==> src/rtl/warp_hazard_scoreboard.sv <==
// Per-warp hazard tracker feeding the warp scheduler's blocked vector.
// Tracks ALU latency, outstanding long-latency ops and wait-for-long barriers.
module warp_hazard_scoreboard #(
  parameter int WARP_CNT = 64,
  parameter int ALU_LAT  = 4,
  parameter int MAX_PEND = 7,
  parameter int IDX_W    = $clog2(WARP_CNT),
  parameter int CNT_W    = $clog2(MAX_PEND + 1),
  parameter int TMR_W    = (ALU_LAT > 0) ? $clog2(ALU_LAT + 1) : 1
) (
  input  logic                clk,
  input  logic                rst,
  input  logic [WARP_CNT-1:0] issue_mask,
  input  logic [WARP_CNT-1:0] issue_long,
  input  logic [WARP_CNT-1:0] issue_wait,
  input  logic                wb_valid,
  input  logic [IDX_W-1:0]    wb_idx,
  output logic [WARP_CNT-1:0] scoreboard,
  output logic                pend_any,
  output logic                err_ovf,
  output logic                err_unf
);

  localparam logic [CNT_W-1:0] LP_MAX  = CNT_W'(MAX_PEND);
  localparam logic [IDX_W:0]   LP_WCNT = (IDX_W + 1)'(WARP_CNT);

  logic                w_idx_ok;
  logic [WARP_CNT-1:0] w_ovf;
  logic [WARP_CNT-1:0] w_unf;
  logic [WARP_CNT-1:0] w_pend;
  logic [WARP_CNT-1:0] w_blk;
  logic                r_err_ovf;
  logic                r_err_unf;

  assign w_idx_ok = {1'b0, wb_idx} < LP_WCNT;

  for (genvar g = 0; g < WARP_CNT; g++) begin : g_warp
    logic [CNT_W-1:0] r_lcnt;
    logic [CNT_W-1:0] w_lcnt_nxt;
    logic             r_wait;
    logic             w_inc;
    logic             w_dec;
    logic             w_ovf_l;
    logic             w_unf_l;
    logic             w_tmr_on;

    assign w_inc = issue_mask[g] & issue_long[g];
    assign w_dec = wb_valid & w_idx_ok & (wb_idx == IDX_W'(g));

    // Simultaneous inc and dec cancel, so neither bound can trip.
    always_comb begin
      w_lcnt_nxt = r_lcnt;
      w_ovf_l    = 1'b0;
      w_unf_l    = 1'b0;
      if (w_inc && !w_dec) begin
        if (r_lcnt == LP_MAX) w_ovf_l = 1'b1;
        else w_lcnt_nxt = r_lcnt + CNT_W'(1);
      end else if (w_dec && !w_inc) begin
        if (r_lcnt == '0) w_unf_l = 1'b1;
        else w_lcnt_nxt = r_lcnt - CNT_W'(1);
      end
    end

    always_ff @(posedge clk or posedge rst) begin
      if (rst) begin
        r_lcnt <= '0;
        r_wait <= 1'b0;
      end else begin
        r_lcnt <= w_lcnt_nxt;
        r_wait <= (r_wait | (issue_mask[g] & issue_wait[g]))
                  & (w_lcnt_nxt != '0);
      end
    end

    if (ALU_LAT > 0) begin : g_tmr
      localparam logic [TMR_W-1:0] LP_LAT = TMR_W'(ALU_LAT);
      logic [TMR_W-1:0] r_tcnt;

      always_ff @(posedge clk or posedge rst) begin
        if (rst) r_tcnt <= '0;
        else if (issue_mask[g]) r_tcnt <= LP_LAT;
        else if (r_tcnt != '0) r_tcnt <= r_tcnt - TMR_W'(1);
      end

      assign w_tmr_on = r_tcnt != '0;
    end else begin : g_notmr
      assign w_tmr_on = 1'b0;
    end

    assign w_ovf[g]  = w_ovf_l;
    assign w_unf[g]  = w_unf_l;
    assign w_pend[g] = r_lcnt != '0;
    assign w_blk[g]  = w_tmr_on | (r_wait & w_pend[g])
                       | (r_lcnt == LP_MAX);
  end

  always_ff @(posedge clk or posedge rst) begin
    if (rst) begin
      r_err_ovf <= 1'b0;
      r_err_unf <= 1'b0;
    end else begin
      r_err_ovf <= r_err_ovf | (|w_ovf);
      r_err_unf <= r_err_unf | (|w_unf) | (wb_valid & ~w_idx_ok);
    end
  end

  // Decoded purely from registers: issue_mask is fed by this output.
  assign scoreboard = w_blk;
  assign pend_any   = |w_pend;
  assign err_ovf    = r_err_ovf;
  assign err_unf    = r_err_unf;

endmodule

==> config.mk <==
export PLATFORM = sky130hd
export DESIGN_NAME = warp_hazard_scoreboard
export DESIGN_NICKNAME = d
export VERILOG_FILES = /design/src/rtl/warp_hazard_scoreboard.sv
export SDC_FILE = /design/constraint.sdc
export NUM_CORES = 1
export LEC_CHECK = 0
export CORE_AREA = 2 2 278 280
export CTS_CLUSTER_DIAMETER = 100
export DETAILED_ROUTE_END_ITERATION = 16
export DIE_AREA = 0 0 280 282
export SLEW_MARGIN = 20
export SYNTH_ARGS = -nofsm -noshare
export SYNTH_HDL_FRONTEND = slang
export SYNTH_SLANG_ARGS = --single-unit
==> constraint.sdc <==
create_clock -name clk -period 48.1 [get_ports clk]
set_clock_uncertainty 0.05 [all_clocks]
set_input_delay 9.62 -clock clk [delete_from_list [all_inputs] [get_ports clk]]
set_output_delay 9.62 -clock clk [all_outputs]
set_load 0.05 [all_outputs]
* After elaboration in Yosys (flattened, before gate mapping)
Cells that the tools add are included.
** Storage, ports and cells
- Register bits after elaboration :: 450
** Cells by class
- $add $sub $neg :: 192
- Eq/ne operators :: 127
- Mux-type cells :: 704
- Bitwise gates (word level) :: 514
- Reductions and logical operators :: 580
** Operators by type and width (number)
- 3-bit two-way mux :: 384
- 3-bit nonzero test :: 192
- 3-bit by 1-bit subtractor with 3-bit output (second input constant) :: 128
- 1-bit bitwise AND :: 320
- 1-bit two-way mux :: 320
- 1-bit bitwise OR :: 194
- 3-bit by 1-bit adder with 3-bit output (second input constant) :: 64
- 3-bit equality test (second input constant) :: 64
- 6-bit equality test (second input constant) :: 32
- 3-bit logical NOT :: 64
- 64-bit OR reduction :: 3
- 1-bit logical AND :: 128
- 1-bit logical NOT :: 128
- 2-bit nonzero test :: 64
- 6-bit by 5-bit equality test with 1-bit output (second input constant) :: 16
- 6-bit by 4-bit equality test with 1-bit output (second input constant) :: 8
- 6-bit by 3-bit equality test with 1-bit output (second input constant) :: 4
- 6-bit by 2-bit equality test with 1-bit output (second input constant) :: 2
- 6-bit by 1-bit equality test with 1-bit output (second input constant) :: 1
- 6-bit logical NOT :: 1

* Logic depth before layout (Yosys ltp)
Gate-level depths: netlist of run 1.
- Word-level depth :: 7
- Mapped depth :: 10

* Least setup slack after synthesis of run 1
Ideal clock, no wire load.
- Kind :: reg2out
- Start :: reg g_warp[28].r_lcnt[0]
- End :: out pend_any
- Arrival time :: 2.023 ns
- Path slack :: 36.407 ns
- Stages on the path, launching flop included :: 7
- Cells stage by stage :: dfrtp_1 > inv_1 > ha_1 > nand2b_1 > or4_1 > nor4_1 > nand4_1
** Between the ends
- Cells in the longest elaborated chain, start to end :: 2
** RTL lines
- start: declaration :: RTL line 38 : logic [CNT_W-1:0] r_lcnt;
- start signal: assignment :: RTL line 69 : r_lcnt <= w_lcnt_nxt;
- 3-bit nonzero test :: RTL line 92 : assign w_pend[g] = r_lcnt != '0;
- 64-bit OR reduction :: RTL line 109 : assign pend_any = |w_pend;
- end: declaration :: RTL line 19 : output logic pend_any,
No other way between the ends.

* Worst setup path in the final report of run 1
- Start :: reg g_warp[61].r_lcnt[0]
- End :: out pend_any
** Between the ends
- Cells in the longest elaborated chain, start to end :: 2
** RTL lines (RTL line)
- start: declaration :: 38
- start signal: assignment :: 69
- 3-bit nonzero test :: 92
- 64-bit OR reduction :: 109
No other way between the ends.

==> results of run 1 <==
registers in the layout, indices dropped and copies added (netlist names):
signal	cells
g_warp.g_tmr.r_tcnt	192
g_warp.r_lcnt	192
g_warp.r_wait	64
err_ovf	1
err_unf	1
power groups by stage:
| stage | registers [mW] | logic (mW) | clock network [mW] |
|---|---|---|---|
| after floorplan | 0.582 | 0.570 | 0 |
| after global placement | 0.596 | 0.716 | 0 |
| after global routing | 0.613 | 0.844 | 0.445 |
| after CTS | 0.594 | 0.732 | 0.431 |
| after detailed placement | 0.598 | 0.727 | 0 |
| final | 0.594 | 0.732 | 0.421 |
placed cells by master (no fill, tap or decap), drive strengths merged, types with 21 or more instances in the layout:
cell / n
inv: 354
and3: 30
dfrtp: 450
nand3: 72
ha: 320
nand2: 305
a31oi: 52
nand2b: 128
o31a: 57
o21ai: 60
clkdlybuf4s50: 266
a21oi: 248
nor2b: 90
xnor2: 128
nand4: 55
buf: 25
o22ai: 46
o21bai: 34
o31ai: 72
a311o: 21
nor2: 261
clkbuf: 88
a21boi: 28
a21o: 79
nor3: 23
a211oi: 90
Yosys cell counts, drive strengths merged (16+ instances only):
master / number
and2: 18
o31ai: 72
a21oi: 248
nand3: 72
nand4: 55
o31a: 57
nand2b: 128
o21ai: 60
mux2i: 18
o21bai: 34
a31oi: 52
nor2b: 90
a21o: 79
ha: 320
clkbuf: 16
inv: 354
nor3: 23
or3: 18
a311o: 21
o22ai: 46
nor2: 261
dfrtp: 450
a21boi: 28
and3: 30
a211oi: 90
o211ai: 18
xnor2: 128
nand2: 305
buf: 30
final timing paths:
| check | from | end | slack, ps | depth (start not counted) |
|---|---|---|---|---|
| min in group asynchronous | rst | g_warp[59].g_tmr.r_tcnt[2] | 9490 | 2 |
| setup reg to reg | g_warp[37].r_lcnt[1] | err_unf | 45460 | 9 |
| max in group asynchronous | rst | g_warp[38].r_wait | 36370 | 5 |
| hold / removal | g_warp[8].g_tmr.r_tcnt[2] | g_warp[8].g_tmr.r_tcnt[2] | 420 | 1 |
| hold reg to reg | g_warp[8].g_tmr.r_tcnt[2] | g_warp[8].g_tmr.r_tcnt[2] | 420 | 1 |
| setup / recovery | g_warp[61].r_lcnt[0] | pend_any | 34600 | 8 |
metal layers:
layer | routed length (um) | part of all wire (%)
met5 | 13 | 0.014
met4 | 3120 | 3.5
met3 | 5790 | 6.4
met2 | 41400 | 46
met1 | 40000 | 44
cell families (layout without fill, tap and decap cells):
| kind of cell | Yosys count | in the layout | synth area share (%) |
|---|---|---|---|
| compound gates | 922 | 922 | 21.0 |
| xor+xnor | 128 | 128 | 3.73 |
| fa+ha+maj | 320 | 320 | 13.3 |
| buf+inv | 400 | 742 | 5.33 |
| flops | 450 | 450 | 37.5 |
| mux | 22 | 22 | 0.750 |
| simple gates | 1081 | 1081 | 18.3 |
worst reg2reg max path, stage by stage (launching register included):
cell       delay, ps
dfrtp_1          410
inv_1            100
ha_1             200
nor2b_1          170
buf_4            170
nand3_1          210
a21oi_1          110
a2111oi_0        370
nand4_1          200
or4_1            530
final cells by class:
cell class	instances	area (um2)
clock buffer	88	1650
clock inverter	9	148
fill	7133	40000
inverter	354	1340
multi-input combinational	2473	17200
sequential	450	11300
tap	978	1220
timing repair buffer	291	2880
stage by stage:
step	instances	instance area [um2]
after floorplan	3323	30000
after CTS	4641	35700
after global routing	4643	35700
final	4643	35700
after global placement	4544	33900
after detailed placement	4544	33900
==> flow_summary_export.csv, run 1 <==
group,metric,value,unit
run_status,status,"finished clean",
timing,drv_slew,0,
floorplan,chipHeight,282,um
cells_and_area,final_util,47.1,%
setup_path,cp-start-kind,"register",
routing,via_count,25600,
yosys,yosysUniqueCellTypes,85,
clock_tree,cts_setup_buffers,0,
global_routing,grt-ovfl-total,0,
min_path,hold_class,"register to register",
power,intPower,1.08,mW
timing,rsz0062_at_grt,"no",
power,combPwrFrac,41.9,%
floorplan,die-area,79000,um2
yosys,synth_ff_type,"dfrtp_1",
timing,final-hold-violation-count,0,
floorplan,rows,101,
yosys,yosysWarnings,0,
placed_design,place.gp.congestion,0.928,
setup_path,crit_family,"simple AND/OR/NAND/NOR gates",
setup_path,criticalPathCategory,"register to output pin",
yosys,syn_nets,3844,
setup_path,crit_arrival,3830,ps
clock_tree,cts_buffer_depth,3,
power,p_per_area,49.0,nW/um2
yosys,ys_seq_elements,450,
clock_tree,postCtsResizedCells,0,
clock_tree,tritoncts,"built",
timing,setup_ws,34600,ps
yosys,postSynthCellCount,3323,
setup_path,cp-end-kind,"output pin",
timing,finalSetupViolCount,0,
yosys,synth_area_per_cell,9.04,um2
routing,drtPass1Iterations,6,
floorplan,core_area,75700,um2
setup_path,cpMaxStageDelayCell,"clkdlybuf4s50_1",
power,peakVddDrop,0.0000296,V
clock_tree,cts_buffers,55,
setup_path,required,38430,ps
routing,wl_per_cell,19.5,um
power,clkPwrFrac,24.1,%
routing,ant_nets,0,
timing,hold_ws,421,ps
setup_path,cp_cell_sequence,"inv_1 -> ha_1 -> nand2b_1 -> nor3b_1 -> nand3_1 -> nor4_1 -> nand4_1 -> clkdlybuf4s50_1",
run,maxCapViolations,0,
global_routing,grt.busiest_layer,"met2",
yosys,synth_edf_count,0,
global_routing,grt_use_met3,3.99,%
routing,drc,0,
clock_tree,cts_hold_buf,0,
global_routing,grt_max_degree,140,
global_routing,grt_pass1_wl,139000,um
power,finalPower,1.75,mW
setup_path,critPathBufInv,2,
timing,fmax,74.1,MHz
timing,fin_crit_sh,28.1,%
yosys,synthTopCellsByArea,"dfrtp_1 (37%), ha_1 (13%), inv_1 (4.4%)",
timing,tightest_slew,1110,ps
timing,slew_headroom,26.0,%
power,p_leak,15.5,nW
cells_and_area,antennaDiodeCount,0,
cells_and_area,areaGrowthSynthToFinish,18.8,%
clock_tree,root_buffer,"clkbuf_16",
power,power_frac_seq,34.0,%
clock_tree,clk_latency,610,ps
global_routing,track_usage,22.6,%
global_routing,antenna_found_initial,2,
global_routing,grt_pass1_vias,24300,
global_routing,met1_usage,30.1,%
global_routing,met2_usage,37.0,%
timing,min_period,13500,ps
yosys,yosysTopAreaCell,"dfrtp_1",
floorplan,die_x,280,um
routing,drt_iter0_drc,2021,
power,power_switching_share,38.3,%
yosys,syn_area,30000,um2
clock_tree,path_clk_slew,50,ps
clock_tree,cts_sinks,450,
placed_design,port_buffers,267,
clock_tree,htree_levels,2,
routing,viasPerCell,5.51,
routing,wl,90300,um
setup_path,slowest_delay,810,ps
floorplan,io_pins,268,
placed_design,hpwl,70900,um
yosys,synthArstFlopShare,100,%
placed_design,pre_cts_ws,34500,ps
yosys,synth.yosys.seq_area_share,37.5,%
yosys,yosysTopAreaCellShare,37.5,%
setup_path,critPathMaxFanout,3,
floorplan,start_util,39.7,%
cells_and_area,drive_gt1_share,4.04,%
cells_and_area,fin_nets,4146,
timing,finalSetupTns,0,ps
power,p_switching,0.669,mW
Power figures use the tool's default switching activity.
==> inputs of run 2 (changes only) <==
clock period = 12.5 ns   (was 48.1 ns; I/O delays follow)
==> run 2 against run 1 <==
First-iteration DRC count down 8.5%. Utilization down 0.17 points. Clock power rose to 3.7 times the previous value. Largest power group unchanged. Wire length up 0.90%. Highest routed layer unchanged. Non-clock buffer count down 2. Power rose to 3.8 times the previous value. Critical path depth down 1. Die area unchanged. Count of clock-buffer cells in the layout down 8. Register-to-register slack worse by 36000 ps. Largest cell class unchanged.
==> flow_summary_export.csv, run 2 (same netlist as run 1, synthesis figures left out) <==
group,metric,value,unit
routing,viasPerCell,5.50,
setup_path,r2r-start,"g_warp[37].r_lcnt[1]",
setup_path,r2r-end,"err_unf",
setup_path,cpMaxStageDelayCell,"clkdlybuf4s50_1",
setup_path,critPathBufInv,2,
floorplan,rows,101,
timing,final-hold-violation-count,0,
global_routing,grt-ovfl-total,0,
timing,drv_slew,0,
global_routing,grt_pass1_vias,24000,
setup_path,cp_cell_sequence,"inv_1 -> ha_1 -> nor2b_1 -> nand4_1 -> nor4_1 -> nand4_1 -> clkdlybuf4s50_1",
global_routing,track_usage,22.7,%
clock_tree,cts_buffer_depth,3,
run_status,status,"finished clean",
global_routing,antenna_found_initial,6,
floorplan,die_x,280,um
setup_path,startpoint,"g_warp[46].r_lcnt[1]",
setup_path,critPathMaxFanout,5,
setup_path,criticalPathCategory,"register to output pin",
setup_path,crit_arrival,3850,ps
cells_and_area,largest_registers,"g_warp.g_tmr.r_tcnt x192, g_warp.r_lcnt x192, g_warp.r_wait x64",
floorplan,die-area,79000,um2
routing,drc,0,
clock_tree,htree_levels,2,
floorplan,io_pins,268,
timing,setup_ws,6100,ps
timing,tightest_slew,1080,ps
cells_and_area,areaGrowthSynthToFinish,18.4,%
setup_path,crit_family,"simple AND/OR/NAND/NOR gates",
setup_path,crit_path_frequent_cell,"nand4_1",
placed_design,place.gp.congestion,0.935,
cells_and_area,layout_common_cells,"dfrtp_1 (450), inv_1 (353), ha_1 (320), nand2_1 (303), clkdlybuf4s50_1 (267)",
power,p_per_area,187,nW/um2
cells_and_area,mostFrequentLayoutCell,"dfrtp_1",
timing,min_period,6400,ps
placed_design,hpwl,71600,um
setup_path,setup.worst_path.end,"pend_any",
cells_and_area,fin_nets,4142,
clock_tree,cts_setup_buffers,0,
global_routing,grt_max_degree,149,
timing,slew_headroom,27.6,%
power,peakVddDrop,0.000138,V
min_path,worstHoldStart,"g_warp[11].g_tmr.r_tcnt[2]",
global_routing,grt_pass1_wl,139000,um
power,clkPwrFrac,23.3,%
power,p_leak,15.5,nW
cells_and_area,num-fill-cells,7131,
clock_tree,tritoncts,"built",
setup_path,ff2ff_path_depth,9,
placed_design,pre_cts_ws,6440,ps
power,p_switching,2.58,mW
placed_design,port_buffers,267,
routing,via_count,25500,
setup_path,ff2ff_setup_slack,9870,ps
timing,rsz0062_at_grt,"no",
setup_path,cp-start-kind,"register",
power,intPower,4.08,mW
clock_tree,cts_sinks,450,
setup_path,cp.depth,7,
min_path,hold_class,"register to register",
clock_tree,clk_latency,610,ps
floorplan,core_area,75700,um2
floorplan,chipHeight,282,um
setup_path,required,9950,ps
clock_tree,root_buffer,"clkbuf_16",
power,combPwrFrac,42.3,%
timing,fin_crit_sh,51.2,%
timing,finalSetupViolCount,0,
power,power_frac_seq,34.3,%
run,maxCapViolations,0,
timing,fmax,156,MHz
clock_tree,path_clk_slew,60,ps
routing,wl,91200,um
floorplan,start_util,39.7,%
routing,drt_iter0_drc,1849,
clock_tree,postCtsResizedCells,0,
power,power_switching_share,38.7,%
routing,drtPass1Iterations,5,
setup_path,slowest_delay,810,ps
timing,finalSetupTns,0,ps
clock_tree,cts_buffers,53,
routing,ant_nets,0,
setup_path,cp-end-kind,"output pin",
routing,wl_per_cell,19.6,um
cells_and_area,drive_gt1_share,4.07,%
clock_tree,cts_hold_buf,0,
==> run 2: cell count changes in the layout (fill, tap and decap cells not counted), sizes merged <==
cell	delta
inv	-1
clkinvlp	+1
clkdlybuf4s50	+1
clkbuf	-8
buf	-3
bufinv	-1
clkinv	+7
diode	+1
==> run 2: worst register-to-register path, cell delays in order, from the launching register on <==
cell       delay, ps
dfrtp_1          410
inv_1            100
ha_1             190
nor2b_1          170
buf_4            180
nand3_1          180
a21oi_1          130
a2111oi_0        380
nand4_1          200
or4_1            530
==> run 2: cell type report <==
type / instances / area (um2) / share of cell area, %
antenna: 1 / 2.50 / 0.00704
clock buffer: 80 / 1560 / 4.38
clock inverter: 15 / 153 / 0.429
inverter: 354 / 1330 / 3.75
multi-input combinational: 2473 / 17200 / 48.3
sequential: 450 / 11300 / 31.7
tap: 978 / 1220 / 3.44
timing repair buffer: 289 / 2850 / 8.01
==> run 2: through the flow <==
stage / cell area, um2 / utilization [%] / std cells / total power, mW / hold WS (ps)
6_report: 35600 / 47.0 / 4640 / 6.66 / 421
5_1_grt: 35600 / 47.0 / 4640 / 7.24 / 437
4_1_cts: 35600 / 47.0 / 4639 / 6.69 / 427
3_5_place_dp: 33900 / 44.7 / 4544 / 5.10 / 415
3_3_place_gp: 33900 / 44.7 / 4544 / 5.05 / 409
2_1_floorplan: 30000 / - / 3323 / 4.44 / 393
==> run 2: how the worst min path moves through the flow <==
stage / slack [ps] / depth (start not counted) / endpoint
after global placement: 410 / 1 / g_warp[15].g_tmr.r_tcnt[2]
final: 420 / 1 / g_warp[11].g_tmr.r_tcnt[2]
after global routing: 440 / 1 / g_warp[0].g_tmr.r_tcnt[2]
after CTS: 430 / 1 / g_warp[44].g_tmr.r_tcnt[2]
after floorplan: 390 / 1 / g_warp[11].g_tmr.r_tcnt[2]
after detailed placement: 410 / 1 / g_warp[42].g_tmr.r_tcnt[2]
==> run 2: power by group through the flow <==
stage / clock network [mW] / logic [mW] / registers, mW
4_1_cts: 1.59 / 2.82 / 2.28
3_3_place_gp: 0 / 2.75 / 2.29
6_report: 1.55 / 2.82 / 2.29
3_5_place_dp: 0 / 2.80 / 2.30
5_1_grt: 1.65 / 3.24 / 2.36
2_1_floorplan: 0 / 2.19 / 2.24
==> run 2: metal layers <==
metal	global-route usage [%]	wire length, um	up-vias	share of wire [%]
li1	-	-	12400	-
met2	37.5	42300	687	46
met4	6.86	2590	4	2.8
met1	30.3	40500	12300	44
met5	0	21	-	0.023
met3	3.92	5710	136	6.3
